==> config.mk <==
export PLATFORM = sky130hd
export DESIGN_NAME = bitdeposit_iter_flat
export DESIGN_NICKNAME = d
export VERILOG_FILES = /design/src/rtl/bitdeposit_iter_if.sv /design/src/rtl/bitdeposit_iter.sv /design/src/flat_wrapper.sv
export SDC_FILE = /design/constraint.sdc
export NUM_CORES = 1
export LEC_CHECK = 0
export ABC_AREA = 1
export CELL_PAD_IN_SITES_DETAIL_PLACEMENT = 1
export CELL_PAD_IN_SITES_GLOBAL_PLACEMENT = 1
export CORE_UTILIZATION = 39
export CTS_BUF_LIST = sky130_fd_sc_hd__clkbuf_4
export CTS_CLUSTER_SIZE = 24
export DETAILED_ROUTE_END_ITERATION = 16
export MAX_ROUTING_LAYER = met4
export PLACE_DENSITY_LB_ADDON = 0.1
export SLEW_MARGIN = 30
export SYNTH_ARGS = -nofsm -noshare
export SYNTH_HDL_FRONTEND = slang
export SYNTH_SLANG_ARGS = --single-unit
==> constraint.sdc <==
create_clock -name clk -period 2.5 [get_ports clk]
set_clock_uncertainty 0.2 [all_clocks]
set_input_delay 0.375 -clock clk [delete_from_list [all_inputs] [get_ports clk]]
set_output_delay 0.375 -clock clk [all_outputs]
set_load 0.02 [all_outputs]
==> src/rtl/bitdeposit_iter_if.sv <==
// Request/result bus for bitdeposit_iter: request in, result out, plus busy status.
interface bitdeposit_iter_if;
    localparam int unsigned W = 32;

    logic         din_valid;
    logic         din_ready;
    logic [W-1:0] din_value;
    logic [W-1:0] din_mask;
    logic         din_extract;
    logic         dout_valid;
    logic         dout_ready;
    logic [W-1:0] dout;
    logic         busy;

    modport master (
        output din_valid, din_value, din_mask, din_extract, dout_ready,
        input  din_ready, dout_valid, dout, busy
    );

    modport slave (
        input  din_valid, din_value, din_mask, din_extract, dout_ready,
        output din_ready, dout_valid, dout, busy
    );
endinterface

==> src/rtl/bitdeposit_iter.sv <==
// Iterative bit deposit/extract, one mask bit per clock.
// Extract mode is built only when BITDEPOSIT_EXTRACT_EN is defined; otherwise every request deposits.
module bitdeposit_iter (
    input  logic              clk,
    input  logic              resetn,
    bitdeposit_iter_if.slave  bus
);
    localparam int unsigned W  = 32;
    localparam int unsigned KW = 6;
    localparam int unsigned IW = 5;

    typedef enum logic [1:0] {IDLE, RUN, DONE} state_t;

    state_t         state;
    state_t         state_next;
    logic           accept;
    logic [W-1:0]   value_q;
    logic [W-1:0]   m_q;
    logic [KW-1:0]  k_q;
    logic [W-1:0]   low_bit;
    logic [W-1:0]   bit_term;
`ifdef BITDEPOSIT_EXTRACT_EN
    logic           mode_q;
    logic           ext_bit;
`endif

    // Next-state decode
    always_comb begin
        state_next = state;
        accept     = 1'b0;
        case (state)
            IDLE: if (bus.din_valid) begin
                accept     = 1'b1;
                state_next = RUN;
            end
            RUN:  if (m_q == '0) state_next = DONE;
            DONE: if (bus.dout_ready) state_next = IDLE;
            default: state_next = IDLE;
        endcase
    end

    // Lowest set bit of the remaining mask marks the position handled this cycle
    always_comb begin
        low_bit  = m_q & (~m_q + W'(1));
        bit_term = value_q[k_q[IW-1:0]] ? low_bit : '0;
`ifdef BITDEPOSIT_EXTRACT_EN
        ext_bit  = |(value_q & low_bit);
        if (mode_q) bit_term = W'(ext_bit) << k_q[IW-1:0];
`endif
    end

    // State and status flags, registered from the next state
    always_ff @(posedge clk or negedge resetn) begin
        if (!resetn) begin
            state          <= IDLE;
            bus.din_ready  <= 1'b1;
            bus.dout_valid <= 1'b0;
            bus.busy       <= 1'b0;
        end else begin
            state          <= state_next;
            bus.din_ready  <= (state_next == IDLE);
            bus.dout_valid <= (state_next == DONE);
            bus.busy       <= (state_next != IDLE);
        end
    end

    // Operand capture and per-bit accumulation
    always_ff @(posedge clk or negedge resetn) begin
        if (!resetn) begin
            value_q  <= '0;
            m_q      <= '0;
            k_q      <= '0;
            bus.dout <= '0;
`ifdef BITDEPOSIT_EXTRACT_EN
            mode_q   <= 1'b0;
`endif
        end else if (accept) begin
            value_q  <= bus.din_value;
            m_q      <= bus.din_mask;
            k_q      <= '0;
            bus.dout <= '0;
`ifdef BITDEPOSIT_EXTRACT_EN
            mode_q   <= bus.din_extract;
`endif
        end else if (state == RUN && m_q != '0) begin
            bus.dout <= bus.dout | bit_term;
            k_q      <= k_q + KW'(1);
            m_q      <= m_q & (m_q - W'(1));
        end
    end
endmodule

==> src/flat_wrapper.sv <==
// flat-port wrapper written by rule: the top's interface ports become plain ports
module bitdeposit_iter_flat 
  (clk, resetn, bus_din_valid, bus_din_value, bus_din_mask, bus_din_extract, bus_dout_ready, bus_din_ready, bus_dout_valid, bus_dout, bus_busy);
  bitdeposit_iter_if bus_i ();
  input  logic clk;
  input  logic resetn;
  input wire logic [$bits(bus_i.din_valid)-1:0] bus_din_valid;
  input wire logic [$bits(bus_i.din_value)-1:0] bus_din_value;
  input wire logic [$bits(bus_i.din_mask)-1:0] bus_din_mask;
  input wire logic [$bits(bus_i.din_extract)-1:0] bus_din_extract;
  input wire logic [$bits(bus_i.dout_ready)-1:0] bus_dout_ready;
  output wire logic [$bits(bus_i.din_ready)-1:0] bus_din_ready;
  output wire logic [$bits(bus_i.dout_valid)-1:0] bus_dout_valid;
  output wire logic [$bits(bus_i.dout)-1:0] bus_dout;
  output wire logic [$bits(bus_i.busy)-1:0] bus_busy;
  assign bus_i.din_valid = bus_din_valid;
  assign bus_i.din_value = bus_din_value;
  assign bus_i.din_mask = bus_din_mask;
  assign bus_i.din_extract = bus_din_extract;
  assign bus_i.dout_ready = bus_dout_ready;
  assign bus_din_ready = bus_i.din_ready;
  assign bus_dout_valid = bus_i.dout_valid;
  assign bus_dout = bus_i.dout;
  assign bus_busy = bus_i.busy;
  bitdeposit_iter u_core (.clk(clk), .resetn(resetn), .bus(bus_i));
endmodule
==> metrics, run 1 <==
leakage between 3 and 4 nW; PD cells 1270 nW/um^2; layout cells sized above 1 0.0969; #FFs+latches synth approximately 110; delay-heaviest family, CP simple AND/OR/NAND/NOR gates; Num Clock Sinks around 110; post-synthesis sequential area ratio 0.493; status complete, no violations; count leader, synth nand2_1; fillers 1659; CTS Buf Count 9; Layout area overhead 25.2%; reg2reg start u_core.m_q[1]$_DFFE_PN0P_; Die Height roughly 120 um; Congestion Overflow GR 0; VDD IR max roughly 480 uV; CP Launch Point u_core.m_q[1]$_DFFE_PN0P_; CTS Buffer Depth 2; max_slew headroom 0.602; Cell variety after synth 33; Critical Path AT roughly 2500 ps; dominant cell type by area after synthesis dfrtp_1; antenna violations before repair 0; Sw Ratio 0.497; MaxCap Viol Count 0; Root Buffer Master clkbuf_4; crit-path cells nor2_4 -> nand2_2 -> nor2_8 -> nand2_1 -> inv_1 -> nand2_1 -> nor2_1 -> nand2_1 -> o21ai_0; Hold Vio Cnt, Final 0; Worst Hold Launch bus_din_mask[22]; all-layer global routing usage 0.233; CP peak stage delay ~460 ps; placed cell area roughly 6600 um^2; CP Launch Type flop; clock-pin transition on the worst setup and hold timing paths ~160 ps; 1st-pass router iterations 4; clk_lat worst skew ~500 ps; Synth area leaders dfrtp_1, nand2_1, nor2_1, nand3_1, inv_1; initial core utilization 0.404; Pint roughly 4.3 mW; DR iter-0 viols approximately 220; Req. time, crit path 2710 ps; Psw approximately 4.2 mW; Placed Cells a little under 1000; Critical Path Most Common Cell nand2_1; Core ar. approximately 13000 um^2; RSZ-0062 raised after global routing false; Async SR Flop Fraction 1.00; IO Port Bufs between 100 and 150; Setup CP Type flop to flop; H-tree depth 3; Worst Hold Class input port to flop; Max Slew Vio Count 0; total routed wirelength roughly 15000 um; final setup violation count 0; vias per inst 4.99; Avg WL per Cell 15.3 um; Tmin final between 2000 and 2500 ps; Nets 870; Antenna diodes 0; width of the die 120 um; synth warn 0; fin cells 981; first-pass GRT wire length approximately 25000 um; Clk pwr share 0.103; most frequent cells after synthesis nand2_1, dfrtp_1, nor2_1; number of global-route vias before repair 5192; post-route setup TNS 0 ps; Worst-Margin Slew ~600 ps; Avg Inst Size Synth slightly below 8 um^2; Syn Std Cell Area around 5400 um^2; largest net degree at the start of global routing 107; GP Congestion a little under 0.9; top-area cell type share of the netlist area 0.488; final core occ 0.505; Std-Cell Rows 42; syn_nets roughly 770; Max Clk Rate between 0.4 and 0.5 GHz; peak fanout along the critical path 8; DR vias 4900; io pins between 100 and 150; Final Power around 8.5 mW; Antenna Nets Post-Route 0; crit share post-route 0.903; DRC Markers 0; final design area excluding fillers 6750 um^2; Post-synth EDFFs 0; Flop pwr share 0.332; Post-Syn Instances about 700; DIE AREA ~14000 um^2; crit path buf inv count 1; Critical-path top delay cell dfrtp_1; Main synth FF type dfrtp_1; combinational power share 0.565; crit path capture type flop; worst reg2reg setup slack about 240 ps; HPWL Detailed ~11000 um; CTS tree built
layout make-up:
type | count | area (um^2) | share of cell area
Clock buffer | 9 | 67.6 | 0.0100
Clock inverter | 7 | 60.1 | 0.00890
Inverter | 69 | 262 | 0.0388
Multi-Input combinational cell | 497 | 2310 | 0.343
Sequential cell | 106 | 2660 | 0.394
Tap cell | 176 | 220 | 0.0326
Timing Repair Buffer | 117 | 1170 | 0.174
layout by cell type, fill, tap and decap left out, drive strengths merged:
cell type,instances
nor3,9
and2,2
inv,69
dlygate4sd3,1
bufinv,1
clkinv,6
a21oi,8
o21a,1
o221ai,2
dfrtp,105
ha,1
nor2,126
clkbuf,9
o31ai,3
or2,2
o21ai,48
o211ai,7
buf,15
nand2,216
clkdlybuf4s50,101
dfstp,1
nand3,65
a22o,2
nand4,5
stage by stage:
stage	hold WS (ps)	setup WS, ps
floorplan	-121	681
global placement	262	260
detailed placement	272	161
CTS	169	99.0
global route	204	8.36
finish	200	244
routing by layer:
metal / vias to the layer above / routed length, um / share of wire / track usage
met2: 90 / 6990 / 0.47 / 0.366
met1: 2400 / 7270 / 0.48 / 0.313
li1: 2398 / - / - / -
met4: 0 / 179 / 0.012 / 0.0820
met5: - / 0 / 0 / -
met3: 12 / 561 / 0.037 / 0.0271
sequential cells by signal, indices dropped and copies added (netlist names):
signal	cells
u_core.k_q	5
u_core.bus.dout	32
u_core.bus.din_ready	1
u_core.state	2
u_core.value_q	32
u_core.bus.busy	1
u_core.m_q	32
u_core.bus.dout_valid	1
worst paths after layout:
kind / endpoint / depth (start not counted)
worst min-delay path: u_core.m_q[22]$_DFFE_PN0P_ / 3
max in group asynchronous: u_core.m_q[23]$_DFFE_PN0P_ / 3
worst min register to register: u_core.value_q[15]$_DFFE_PN0P_ / 2
worst max-delay path: u_core.bus.dout[27]$_DFFE_PN0P_ / 9
min in group asynchronous: u_core.value_q[26]$_DFFE_PN0P_ / 3
worst max register to register: u_core.bus.dout[27]$_DFFE_PN0P_ / 9
worst register-to-register path: stages (launching register included):
cell,delay (ps)
dfrtp_1,460
nor2_4,190
nand2_2,120
nor2_8,180
nand2_1,150
inv_1,110
nand2_1,60
nor2_1,270
nand2_1,210
o21ai_0,240
logic make-up after synthesis:
family,Yosys count,synth area share
fa+ha+maj,1,0.00232
simple gates,425,0.349
flops,106,0.493
buf+inv,96,0.0808
compound gates,71,0.0755
timing repair:
item / in CTS / in global routing
gates resized for setup: 0 / 2
hold buffers: 1 / 0
buffers inserted: 0 / 0
endpoints found under the setup margin: 0 / 3
endpoints found under the hold margin: 105 / 0
power by group through the flow:
stage               sequential (mW)  clock (mW)  combinational [mW]
global placement               2.84           0                4.63
detailed placement             2.87           0                4.81
CTS                            2.84       0.911                4.85
floorplan                      2.95           0                3.21
finish                         2.84       0.881                4.83
global route                   2.92       0.961                5.42
(Power assumes the default switching activity.)
==> run 2, diff against run 1 <==
--- a/config.mk
+++ b/config.mk
@@ -8,11 +8,11 @@
 export ABC_AREA = 1
 export CELL_PAD_IN_SITES_DETAIL_PLACEMENT = 1
 export CELL_PAD_IN_SITES_GLOBAL_PLACEMENT = 1
+export CORE_MARGIN = 3
 export CORE_UTILIZATION = 39
 export CTS_BUF_LIST = sky130_fd_sc_hd__clkbuf_4
 export CTS_CLUSTER_SIZE = 24
 export DETAILED_ROUTE_END_ITERATION = 16
-export MAX_ROUTING_LAYER = met4
 export PLACE_DENSITY_LB_ADDON = 0.1
 export SLEW_MARGIN = 30
 export SYNTH_ARGS = -nofsm -noshare
==> run 2 against run 1 <==
Combinational power is 2% higher. Die area is 6.8% higher. Final area is 0.61% higher. Core utilization is 0.11 points higher. Total power is 0.97% higher. Critical path depth stayed put. Fmax is 2.4% lower. Global-route usage is 2.1 points lower. Register-to-register slack worse by 60 ps. Flip-flop and latch count stayed put. Non-clock buffer count is 2 higher. Wire length is 1.0% higher. Critical path type unchanged. Largest cell class unchanged.
==> metrics, run 2 (synthesis results as in run 1) <==
Num Clock Sinks 106 (unchanged); Layout area overhead 26.0%; Avg WL per Cell 15.4 um (+0.62%); Antenna Nets Post-Route 0 (unchanged); VDD IR max 440 uV (-8.9%); final design area excluding fillers 6790 um^2 (+0.61%); clock-pin transition on the worst setup and hold timing paths 150 ps (about the same); DRC Markers 0 (unchanged); initial core utilization 0.402 (-0.00158); 1st-pass router iterations 5 (+1); DR vias 4845 (-1.1%); clk_lat worst skew 480 ps (-20 ps); status complete, no violations; H-tree depth 3 (unchanged); biggest regs u_core.bus.dout (32), u_core.m_q (32), u_core.value_q (32); crit-path cells nor2_2 -> nand2_1 -> nor2_2 -> nand2_1 -> o21ai_2 -> buf_4 -> nor2_1 -> nand2_1 -> o21ai_0; GP Congestion 0.894 (+1.3%); Clk pwr share 0.103 (about the same); Max Slew Vio Count 0 (unchanged); Psw 4.25 mW (about the same); Nets 872 (+0.23%); Critical Path AT 2480 ps (about the same); Pint 4.39 mW (+2.0%); HPWL Detailed 11400 um (+2.7%); post-route setup TNS 0 ps (unchanged); layout cells sized above 1 0.102 (+0.00472); io pins 104 (unchanged); commonest non-fill, non-tap cell in the layout nand2_1; vias per inst 4.92 (-1.5%); Std-Cell Rows 42 (unchanged); Setup CP Type flop to flop; number of global-route vias before repair 5027 (-3.2%); leading cell types in the layout, fill and taps excluded nand2_1, nor2_1, dfrtp_1; peak fanout along the critical path 11 (+3); crit path capture type flop; DIE AREA 15300 um^2 (+6.8%); Core ar. 13400 um^2 (+0.39%); Worst-Margin Slew 468 ps (-129 ps); MaxCap Viol Count 0 (unchanged); all-layer global routing usage 0.212 (-0.0215); Max Clk Rate 0.433 GHz (-2.4%); PD cells 1270 nW/um^2 (+0.36%); CTS Buf Count 9 (unchanged); CP Launch Type flop; Worst Hold Margin 93.8 ps (-106 ps); IO Port Bufs 102 (unchanged); Critical-path top delay cell dfrtp_1; placed cell area 6640 um^2 (+0.61%); antenna violations before repair 1 (+1); crit share post-route 0.925 (+0.0222); CTS Buffer Depth 2 (unchanged); leakage 3.26 nW (+0.65%); Root Buffer Master clkbuf_4; Flop pwr share 0.327 (-0.005); DR iter-0 viols 218 (-1.8%); largest net degree at the start of global routing 50 (-53%); CTS tree built; Congestion Overflow GR 0 (unchanged); Sw Ratio 0.492 (-0.00490); final setup violation count 0 (unchanged); Req. time, crit path 2670 ps (-40 ps); total routed wirelength 15200 um (+1.0%); Tmin final 2310 ps (+55.6 ps); fillers 1698 (+2.4%); width of the die 124 um (+3.3%); RSZ-0062 raised after global routing false; CP peak stage delay 420 ps (-40 ps); Die Height 124 um (+3.3%); first-pass GRT wire length 25200 um (-0.81%); Worst Hold Class input port to asynchronous set/reset pin; area used by multi-input combinational logic 2300 um^2 (-0.38%); Critical Path Most Common Cell nand2_1; Hold Vio Cnt, Final 0 (unchanged); max_slew headroom 0.688 (+0.0858); combinational power share 0.570 (+0.005); register area 2660 um^2 (unchanged)
## run 2: cell types whose count changed in the layout (fill, tap and decap cells not counted)
| cell | previous run | this run |
|---|---|---|
| diode_2 | 0 | 2 |
| clkbuf_4 | 9 | 10 |
| nand2_8 | 1 | 0 |
| buf_12 | 3 | 5 |
| nand2_4 | 1 | 2 |
| clkinv_2 | 2 | 3 |
| clkinv_1 | 3 | 1 |
## run 2: per-layer routing
metal | vias up | routed length, um | global-route usage
li1 | 2404 | - | -
met1 | 2332 | 7350 | 0.300
met2 | 95 | 6910 | 0.336
met3 | 14 | 632 | 0.0279
met4 | 0 | 260 | 0.0692
met5 | - | 0 | 0
## run 2: area by class of cell
type                       instances  share of cell area
tap                              176              0.0324
clock inverter                     6             0.00848
antenna                            2            0.000737
multi-input combinational        497               0.339
clock buffer                      10              0.0111
inverter                          69              0.0385
sequential                       106               0.391
timing repair buffer             119               0.178
## run 2: repair_timing
| action | in CTS | in global routing |
|---|---|---|
| setup buffers | 0 | 0 |
| resized for setup | 0 | 1 |
| endpoints found under the setup margin | 0 | 1 |
| hold buffers | 1 | 0 |
| hold endpoints to repair | 105 | 0 |
## run 2: critical path: cells and delay by family (launching register included)
family	cells	cell delay, ps
AND/OR/NAND/NOR	6	980
flip-flops	1	420
AO/OA/AOI/OAI	2	350
buffers and inverters	1	240
## run 2: power groups by stage
stage / Sequential, mW / Combinational (mW) / Clock (mW)
global route: 2.91 / 5.55 / 0.990
CTS: 2.82 / 4.96 / 0.926
detailed placement: 2.86 / 4.92 / 0
global placement: 2.83 / 4.75 / 0
finish: 2.82 / 4.92 / 0.889
floorplan: 2.95 / 3.21 / 0
## run 2: through the flow
| stage | instances | utilization | worst slack (ps) | power [mW] |
|---|---|---|---|---|
| 2_1_floorplan | 699 | - | 681 | 6.16 |
| 4_1_cts | 983 | 0.506 | 184 | 8.71 |
| 6_report | 985 | 0.507 | 188 | 8.63 |
| 3_3_place_gp | 966 | 0.495 | 286 | 7.58 |
| 5_1_grt | 985 | 0.507 | 39.2 | 9.45 |
| 3_5_place_dp | 966 | 0.495 | 226 | 7.78 |
## run 2: path summary, 6_finish.rpt
check	from	to	slack (ps)	cells after the start
worst min-delay path	resetn	u_core.value_q[17]$_DFFE_PN0P_	90	2
max in group asynchronous	resetn	u_core.bus.din_ready$_DFF_PN1_	1410	3
worst min register to register	u_core.state[0]$_DFF_PN0_	u_core.bus.dout_valid$_DFF_PN0_	280	1
worst max register to register	u_core.m_q[17]$_DFFE_PN0P_	u_core.bus.dout[27]$_DFFE_PN0P_	190	9
worst max-delay path	u_core.m_q[17]$_DFFE_PN0P_	u_core.bus.dout[27]$_DFFE_PN0P_	190	9
min in group clk	bus_din_value[13]	u_core.value_q[13]$_DFFE_PN0P_	200	3
==> run 3, diff against run 2 <==
--- a/config.mk
+++ b/config.mk
@@ -14,7 +14,7 @@
 export CTS_CLUSTER_SIZE = 24
 export DETAILED_ROUTE_END_ITERATION = 16
 export PLACE_DENSITY_LB_ADDON = 0.1
-export SLEW_MARGIN = 30
+export SKIP_LAST_GASP = 1
 export SYNTH_ARGS = -nofsm -noshare
 export SYNTH_HDL_FRONTEND = slang
 export SYNTH_SLANG_ARGS = --single-unit
==> results of run 3 <==
No change in the layout: final DEF, timing and power equal those of run 2.
